**src/rtl/r_type_encoder_pkg.sv**
```systemverilog
// Shared types for the R-type encoder.
// reg_arith_kind_t names the ten RV32I register-arithmetic operations.
// rak_invalid and any value above rak_and are rejected by the encoder.
package r_type_encoder_pkg;

  typedef enum logic [3:0] {
    rak_invalid = 4'd0,
    rak_add     = 4'd1,
    rak_sub     = 4'd2,
    rak_sll     = 4'd3,
    rak_slt     = 4'd4,
    rak_sltu    = 4'd5,
    rak_xor     = 4'd6,
    rak_srl     = 4'd7,
    rak_sra     = 4'd8,
    rak_or      = 4'd9,
    rak_and     = 4'd10
  } reg_arith_kind_t;

endpackage

```
**src/rtl/r_type_encoder.sv**
```systemverilog
// r_type_encoder: turns an RV32I register-arithmetic operation into its 32-bit R-type word,
// buffers the words in a small FIFO and drains them over a valid/ready port. Each drained word
// carries a sequential instruction-memory byte address.
//
// Ports:
//   clk, rst        clock; asynchronous active-high reset
//   clear           synchronous flush of FIFO, address counter and error state
//   in_valid/ready  operation handshake; in_kind/in_rd/in_rs1/in_rs2 describe the operation
//   out_valid/ready word handshake; out_instr is the FIFO head, out_addr its byte address
//   err_invalid     sticky: an invalid kind was accepted
//   err_count       accepted-but-rejected operations, saturating at 255
module r_type_encoder
  import r_type_encoder_pkg::*;
#(
  parameter int unsigned DEPTH     = 4,
  parameter int unsigned ADDR_W    = 12,
  parameter int unsigned BASE_ADDR = 0
) (
  input  logic              clk,
  input  logic              rst,
  input  logic              clear,
  input  logic              in_valid,
  output logic              in_ready,
  input  reg_arith_kind_t   in_kind,
  input  logic [4:0]        in_rd,
  input  logic [4:0]        in_rs1,
  input  logic [4:0]        in_rs2,
  output logic              out_valid,
  input  logic              out_ready,
  output logic [31:0]       out_instr,
  output logic [ADDR_W-1:0] out_addr,
  output logic              err_invalid,
  output logic [7:0]        err_count
);

  localparam int unsigned PtrW = (DEPTH > 1) ? $clog2(DEPTH) : 1;
  localparam int unsigned CntW = PtrW + 1;

  localparam logic [PtrW-1:0]   PtrOne   = PtrW'(1);
  localparam logic [CntW-1:0]   CntOne   = CntW'(1);
  localparam logic [ADDR_W-1:0] AddrStep = ADDR_W'(4);
  localparam logic [ADDR_W-1:0] BaseAddr = ADDR_W'(BASE_ADDR);
  localparam logic [6:0]        OpcodeOp = 7'b0110011;

  // ---------------------------------------------------------------------------
  // Encoder
  // ---------------------------------------------------------------------------
  logic        kind_ok;
  logic [2:0]  funct3;
  logic [6:0]  funct7;
  logic [31:0] enc_word;

  always_comb begin
    kind_ok = 1'b1;
    funct3  = 3'b000;
    funct7  = 7'b0000000;
    unique case (in_kind)
      rak_add:  funct3 = 3'b000;
      rak_sub:  funct7 = 7'b0100000;
      rak_sll:  funct3 = 3'b001;
      rak_slt:  funct3 = 3'b010;
      rak_sltu: funct3 = 3'b011;
      rak_xor:  funct3 = 3'b100;
      rak_srl:  funct3 = 3'b101;
      rak_sra: begin
        funct3 = 3'b101;
        funct7 = 7'b0100000;
      end
      rak_or:   funct3 = 3'b110;
      rak_and:  funct3 = 3'b111;
      default:  kind_ok = 1'b0;
    endcase
  end

  assign enc_word = {funct7, in_rs2, in_rs1, funct3, in_rd, OpcodeOp};

  // ---------------------------------------------------------------------------
  // FIFO state
  // ---------------------------------------------------------------------------
  logic [31:0]       mem [DEPTH];
  logic [PtrW-1:0]   wr_ptr_q, wr_ptr_d;
  logic [PtrW-1:0]   rd_ptr_q, rd_ptr_d;
  logic [CntW-1:0]   count_q, count_d;
  logic [31:0]       out_instr_q, out_instr_d;
  logic [ADDR_W-1:0] addr_q, addr_d;
  logic              err_invalid_q, err_invalid_d;
  logic [7:0]        err_count_q, err_count_d;

  logic accept;
  logic push;
  logic reject;
  logic pop;
  logic full;
  logic [31:0] head_next;

  // DEPTH is a power of two, so the occupancy MSB alone marks "full".
  assign full      = count_q[CntW-1];
  assign out_valid = (count_q != '0);
  assign in_ready  = !rst && !full && !clear;

  assign accept = in_valid && in_ready;
  assign push   = accept && kind_ok;
  assign reject = accept && !kind_ok;
  assign pop    = out_valid && out_ready && !clear;

  always_comb begin
    wr_ptr_d      = wr_ptr_q;
    rd_ptr_d      = rd_ptr_q;
    count_d       = count_q;
    addr_d        = addr_q;
    err_invalid_d = err_invalid_q;
    err_count_d   = err_count_q;

    if (clear) begin
      wr_ptr_d      = '0;
      rd_ptr_d      = '0;
      count_d       = '0;
      addr_d        = BaseAddr;
      err_invalid_d = 1'b0;
      err_count_d   = 8'd0;
    end else begin
      if (push) begin
        wr_ptr_d = wr_ptr_q + PtrOne;
      end
      if (pop) begin
        rd_ptr_d = rd_ptr_q + PtrOne;
        addr_d   = addr_q + AddrStep;
      end
      unique case ({push, pop})
        2'b10:   count_d = count_q + CntOne;
        2'b01:   count_d = count_q - CntOne;
        default: count_d = count_q;
      endcase
      if (reject) begin
        err_invalid_d = 1'b1;
        if (err_count_q != 8'hff) begin
          err_count_d = err_count_q + 8'd1;
        end
      end
    end
  end

  // The next head is the word being written this cycle when it lands in the slot the read
  // pointer moves to (FIFO was empty, or held one entry that is popped alongside the push).
  always_comb begin
    if (push && (wr_ptr_q == rd_ptr_d)) begin
      head_next = enc_word;
    end else begin
      head_next = mem[rd_ptr_d];
    end
  end

  // out_instr only tracks the head while something is buffered; otherwise it holds.
  assign out_instr_d = (count_d != '0) ? head_next : out_instr_q;

  always_ff @(posedge clk) begin
    if (push) begin
      mem[wr_ptr_q] <= enc_word;
    end
  end

  always_ff @(posedge clk or posedge rst) begin
    if (rst) begin
      wr_ptr_q      <= '0;
      rd_ptr_q      <= '0;
      count_q       <= '0;
      out_instr_q   <= 32'd0;
      addr_q        <= BaseAddr;
      err_invalid_q <= 1'b0;
      err_count_q   <= 8'd0;
    end else begin
      wr_ptr_q      <= wr_ptr_d;
      rd_ptr_q      <= rd_ptr_d;
      count_q       <= count_d;
      out_instr_q   <= out_instr_d;
      addr_q        <= addr_d;
      err_invalid_q <= err_invalid_d;
      err_count_q   <= err_count_d;
    end
  end

  assign out_instr   = out_instr_q;
  assign out_addr    = addr_q;
  assign err_invalid = err_invalid_q;
  assign err_count   = err_count_q;

endmodule
```
**config.mk**
```make
export PLATFORM = sky130hd
export DESIGN_NAME = r_type_encoder
export DESIGN_NICKNAME = d
export VERILOG_FILES = /design/src/rtl/r_type_encoder_pkg.sv /design/src/rtl/r_type_encoder.sv
export SDC_FILE = /design/constraint.sdc
export NUM_CORES = 1
export LEC_CHECK = 0
export ABC_AREA = 1
export CAP_MARGIN = 20
export CORE_MARGIN = 2
export CORE_UTILIZATION = 45
export DETAILED_ROUTE_END_ITERATION = 10
export PLACE_DENSITY = 0.7
export SLEW_MARGIN = 20
export SYNTH_ARGS = -nofsm -noshare
export SYNTH_HDL_FRONTEND = slang
export SYNTH_SLANG_ARGS = --single-unit
```
**constraint.sdc**
```tcl
create_clock -name clk -period 2.3 [get_ports clk]
set_input_delay 0.46 -clock clk [delete_from_list [all_inputs] [get_ports clk]]
set_output_delay 0.46 -clock clk [all_outputs]
set_load 0.02 [all_outputs]
```
### Yosys cells after proc, flatten, opt, wreduce, memory -nomap -nowiden

Memories as Yosys holds them, arrays and structs flattened. A register that Yosys moved wholly into a read port is not among the register bits.
Cells that the tools add are included.

| word-level totals | value |
|---|---|
| register bits after elaboration | 60 |
| bits in writable memories | 96 |
| bits of input ports | 24 |
| output and inout bits | 55 |
| word-level logic and storage cells | 69 |
| memories | 1 |

Memory list:

| name | depth | bits a word | read ports | clocked after Yosys merged registers in | wr ports | line | text |
|---|---|---|---|---|---|---|---|
| mem | 4 | 24 | 1 | 1 | 1 | r_type_encoder.sv:80 | `logic [31:0] mem [DEPTH];` |

| cells by class | value |
|---|---|
| add/subtract/negate cells | 6 |
| equal/unequal tests | 14 |
| mux-type cells | 19 |
| reduce and logical (&&, ||, !) cells | 22 |

Operators by type and width:

| operator | number |
|---|---|
| 2-to-1 mux 32 bit | 1 |
| 2-to-1 mux 12 bit | 2 |
| 2-to-1 mux 8 bit | 3 |
| case mux 3 bit (7 select lines) | 1 |
| equality test 4 x 3 -> 1 bit (second input constant) | 4 |
| adder 12 x 3 -> 12 bit (second input constant) | 1 |
| equality test 4 bit (second input constant) | 3 |
| OR reduction 10 bit | 1 |
| adder 8 x 1 -> 8 bit (second input constant) | 1 |
| equality test 4 x 2 -> 1 bit (second input constant) | 2 |
| logical AND 1 bit | 8 |
| 2-to-1 mux 2 bit | 4 |
| inequality test 8 bit (second input constant) | 1 |
| nonzero test 2 bit | 4 |
| 2-to-1 mux 6 bit | 1 |
| case mux 3 bit (2 select lines) | 1 |
| nonzero test 3 bit | 2 |
| 2-to-1 mux 1 bit | 5 |
| adder 2 x 1 -> 2 bit (second input constant) | 2 |
| equality test 4 x 1 -> 1 bit (second input constant) | 1 |
| zero test 1 bit | 4 |
| OR reduction 2 bit | 2 |
| adder 3 x 1 -> 3 bit (second input constant) | 1 |
| 2-to-1 mux 3 bit | 1 |
| other kinds (5) | 5 |

### Logic depth before layout (Yosys ltp)

Gate-level depths: netlist of the first run.

| logic depth | value |
|---|---|
| depth after elaboration | 9 |
| gate-level depth with buffers | 19 |
| depth with buffers taken out | 17 |

### Worst setup path after synthesis of the first run

No wires, ideal clock.

| timing path | value |
|---|---|
| path type | input to register |
| start | in rst |
| end | reg out_instr_q[5], in the netlist out_instr[5] |
| library setup time | 124 ps |
| data arrival time | 3479 ps |
| required time | 2176 ps |
| path slack | -1303 ps |
| stages | 15 |
| buffers on the path | 1 |
| cells stage by stage | inv_1 nand3_2 inv_2 nand2_2 inv_2 nand2_4 ha_1 fa_1 o21ai_1 a21oi_1 or2_1 inv_1 nand2_1 buf_2 or2_1 |

| between the ends | value |
|---|---|
| longest elaborated chain between the ends | 9 |
| elaborated cells on any way between the ends | 10 |
| classes of those cells | eq/ne (2); mux (2); reduce/logical (6) |

Ends and longest elaborated chain:

| element | line | text |
|---|---|---|
| start: declaration | r_type_encoder.sv:20 | `input logic rst,` |
| zero test 1 bit (no source line) (*) | -- |  |
| logical AND 1 bit (*) (2 in a row) | r_type_encoder.sv:99 | `assign in_ready = !rst && !full && !clear;` |
| net in_ready | r_type_encoder.sv:23 | `output logic in_ready,` |
| logical AND 1 bit (*) | r_type_encoder.sv:101 | `assign accept = in_valid && in_ready;` |
| logical AND 1 bit (*) | r_type_encoder.sv:102 | `assign push = accept && kind_ok;` |
| equality test 2 x 1 -> 1 bit or equality test 2 bit (tied branches) | r_type_encoder.sv:129 | `unique case ({push, pop})` |
| case mux 3 bit (2 select lines) (*) | r_type_encoder.sv:129 |  |
| 2-to-1 mux 3 bit (*) | r_type_encoder.sv:114 | `if (clear) begin` |
| net count_d[1] | r_type_encoder.sv:83 | `logic [CntW-1:0] count_q, count_d;` |
| nonzero test 3 bit (*) | r_type_encoder.sv:154 | `assign out_instr_d = (count_d != '0) ? head_next : out_instr_q;` |
| end signal: assignment | r_type_encoder.sv:175 | `out_instr_q <= out_instr_d;` |
| end: declaration | r_type_encoder.sv:84 | `logic [31:0] out_instr_q, out_instr_d;` |

The timed path passes the listed nets; every way through them passes the cells marked *.
A chain may end at the register's enable or synchronous reset.

### Final worst setup path of the first run

| timing path | value |
|---|---|
| start | in out_ready |
| end | reg out_instr_q[21], in the netlist out_instr[21], read port of mem |

| between the ends | value |
|---|---|
| longest elaborated chain between the ends | 6 |
| elaborated cells on any way between the ends | 9 |
| classes of those cells | eq/ne (2); mux (4); reduce/logical (3) |

Ends and longest elaborated chain:

| element | line | text |
|---|---|---|
| start: declaration | r_type_encoder.sv:29 | `input logic out_ready,` |
| logical AND 1 bit (*) (2 in a row) | r_type_encoder.sv:104 | `assign pop = out_valid && out_ready && !clear;` |
| equality test 2 x 1 -> 1 bit or equality test 2 bit (tied branches) | r_type_encoder.sv:129 |  |
| case mux 3 bit (2 select lines) (*) | r_type_encoder.sv:129 |  |
| 2-to-1 mux 3 bit (*) | r_type_encoder.sv:114 |  |
| net count_d[1] | r_type_encoder.sv:83 |  |
| nonzero test 3 bit (*) | r_type_encoder.sv:154 |  |

Marked as above.

==> run metrics, run 1 <==
status=complete, but fails checks; violations in the final reports=setup timing; number of synthesized flops with an enable pin=76; share of Yosys cell area claimed by the top area cell type=between 30% and 40%; proportion of synthesized flip-flops having asynchronous set or reset=37.7%; Register-to-Register Path Depth=17; P_leak=approximately 0.0034 uW; TritonCTS sink count=roughly 120; total overflow reported by the global router=0; most common cell in the netlist=nand2_1; cell area after placement=around 7000 um2; worst min path class=in2async; detail-routed via count per cell=5.23; Global Route Usage Sum=between 20 and 25%; type of the worst setup path=in2reg; Mapped Cells=603; final critical path time including I/O delays and setup=between 2 and 2.5 ns; detailed-router iteration count before antenna repair=5; highest cell delay on the worst timing path=~0.55 ns; clock latency reported for the late side of the worst-skew pair=0.42 ns; part of the Yosys area used for sequential elements=58.0%; synthesized area=5920 um2; Syn. warnings=0; via count=approximately 4700; post-route clock period utilization=104%; Ant. Diodes=0; proportion of layout cells with a drive suffix above 1=20.9%; initial DRC count=373; Fmax=420 MHz; predominant post-synthesis flop cell=edfxtp_1; growth of design area from synthesis to finish=30.9%; slew of the pin with the lowest slew margin=a little under 0.7 ns; Critical Path AT=about 2.7 ns; number of placement rows=between 40 and 50; Die Outline Area=14100 um2; buffers and inverters on the worst path=4; reg-to-reg endpoint=out_instr[21]; Core ar.=around 13000 um2; final setup margin=-0.0817 ns; cell seen most often among critical-path stages=nand2_4; overall power consumption=approximately 6700 uW; placement-stage worst setup slack=-0.844 ns; register clock-pin slew on the reported worst setup and hold paths=approximately 0.06 ns; Hold WS=between 0.4 and 0.5 ns; number of hold-repair buffers added at the cts stage=0; dominant cells by area after synthesis=edfxtp_1 (39%), dfrtp_1 (19%), nand2_1 (9.7%); hpwl dp=about 9000 um; RD Place Congestion=0.822; Worst slew margin=between 50 and 60%; number of synthesized register bits=roughly 120; number of standard cells in the final layout excluding fillers=between 800 and 900; maximum number of pins on one net before global-route repair=slightly above 60; PD cells=859 nW/um2; # IOs=a little under 80; final instance area=between 7000 and 8000 um2; average cell area after synthesis=approximately 9.8 um2; Commonest cells post-synth=nand2_1 (153), nand3_1 (77), edfxtp_1 (76); Die W=119 um; library cell with the largest summed area after synthesis=edfxtp_1; Net count, final=between 700 and 800; Clock H-tree levels=4; count of unique library cells instantiated by Yosys=36; average routed wire per standard cell=16.3 um; Root Buffer Master=clkbuf_16; count of final hold-check violations=0; total of max-cap violations=0; worst-case clock buffer depth=2; worst flop-to-flop path startpoint=count_q[2]; post-detailed-route DRC marker count=0; maximum fanout along the worst path=13; largest delay contributor family on the critical path=buffers and inverters; required time of the critical path=approximately 2.6 ns; CTS tree=built; effective utilization at floorplan=46.5%; endpoint class of the critical path=flip-flop; number of global-route vias before repair=~4700; Finish-stage setup viols=20; die height=about 120 um; count of final max-slew check failures=0; wire length of the first global-routing pass=between 20000 and 25000 um; Placed Cells=860; port buffer count=67; Setup Skew=approximately 0.0078 ns; Slowest-stage cell, CP=clkdlybuf4s50_1; R2R Setup Slk=-0.07 ns; total wirelength of the detailed-routed design=about 15000 um; antenna violations before repair=0; total CTS buffers=17; Routed Antenna Nets=0; sequence of cells on the critical path=clkdlybuf4s50_1, nand2_4, nor2_4, ha_4, fa_1, o21ai_1, a21oi_2, or2_1, inv_2, nand2_4, inv_4, buf_12, nand2_2, nand2_1; startpoint type of the worst setup path=primary input; Worst VDD drop=~0.52 mV; unrepaired setup endpoints after global routing=yes
[through the flow]
stage	utilization, %	setup TNS, ns
after global routing	60.9	-3.51
after global placement	55.1	-15.83
final	60.9	-1.14
after CTS	60.6	-0.846
after detailed placement	55.1	-25.77
after floorplan	-	-46.08
[kinds of logic after synthesis]
logic type | synth area share (%)
xor gates and xnor gates | 0.148
buffers and inverters | 9.20
AOI/OAI and AO/OA | 3.09
and+or+nand+nor | 27.7
adders and majority gates | 1.82
DFF | 58.0
other | 0.0634
[power breakdown]
| group | internal (uW) | switching, uW | total (uW) | leakage, uW |
|---|---|---|---|---|
| logic | 637 | 815 | 1450 | 0.00178 |
| registers | 2530 | 146 | 2680 | 0.00129 |
| clock network | 1620 | 905 | 2520 | 0.000290 |
| total | 4790 | 1870 | 6650 | 0.00336 |
[cells in the final DEF, fill, tap and decap left out, types with 11 or more instances in the layout]
cell,Yosys,final
nand2_1,153,140
nand4_1,41,41
conb_1,1,11
nor2_1,22,21
nand2_2,5,16
clkdlybuf4s50_1,0,60
edfxtp_1,76,76
dfrtp_1,46,46
inv_1,51,48
nand3_2,13,20
o21ai_0,15,13
buf_4,19,50
a21oi_1,12,11
clkbuf_16,0,20
nand3_1,77,69
[what timing repair did]
action,in CTS,in global routing
buffers inserted,4,2
gates cloned,0,0
endpoints found under the hold margin,0,0
pin swaps,11,3
setup endpoints to repair,21,21
gates resized for setup,36,9
[area by class of cell]
type	instances	area, um2
Multi-Input combinational cell	388	2100
Inverter	58	234
Clock buffer	26	543
Fill cell	1042	4970
Timing Repair Buffer	126	1190
Sequential cell	122	3430
Clock inverter	6	31.3
Tap cell	172	215
[routing by layer]
layer	track usage, %	wire length, um	vias up
met1	26.5	5920	2265
met2	36.2	7450	161
li1	-	-	2236
met4	10.3	350	0
met3	4.78	885	33
met5	0	0	-
[flip-flops by register name, summed over array words and instances, names as in the netlist]
register     cells
mem             76
out_instr       20
out_addr        10
count_q          3
err_count        8
wr_ptr_q         2
rd_ptr_q         2
err_invalid      1
[worst min-delay path, delay by kind of cell]
kind     cells  cell delay (ns)
buf+inv      3             0.86
[how the worst max path moves through the flow]
stage,startpoint,to,cells after the start
final,out_ready,out_instr[21],14
after global placement,in_kind[3],out_instr[18],16
after CTS,count_q[2],out_instr[19],17
after detailed placement,in_kind[1],out_instr[12],16
after global routing,count_q[2],out_instr[19],16
after floorplan,rst,out_instr[5],15
No activity file was read; power rests on OpenSTA's default activity.
==> run 2: changes to the inputs <==
HOLD_SLACK_MARGIN = 0.02   (was default)
==> results of run 2 <==
No change in the layout: final DEF, timing and power equal those of run 1.
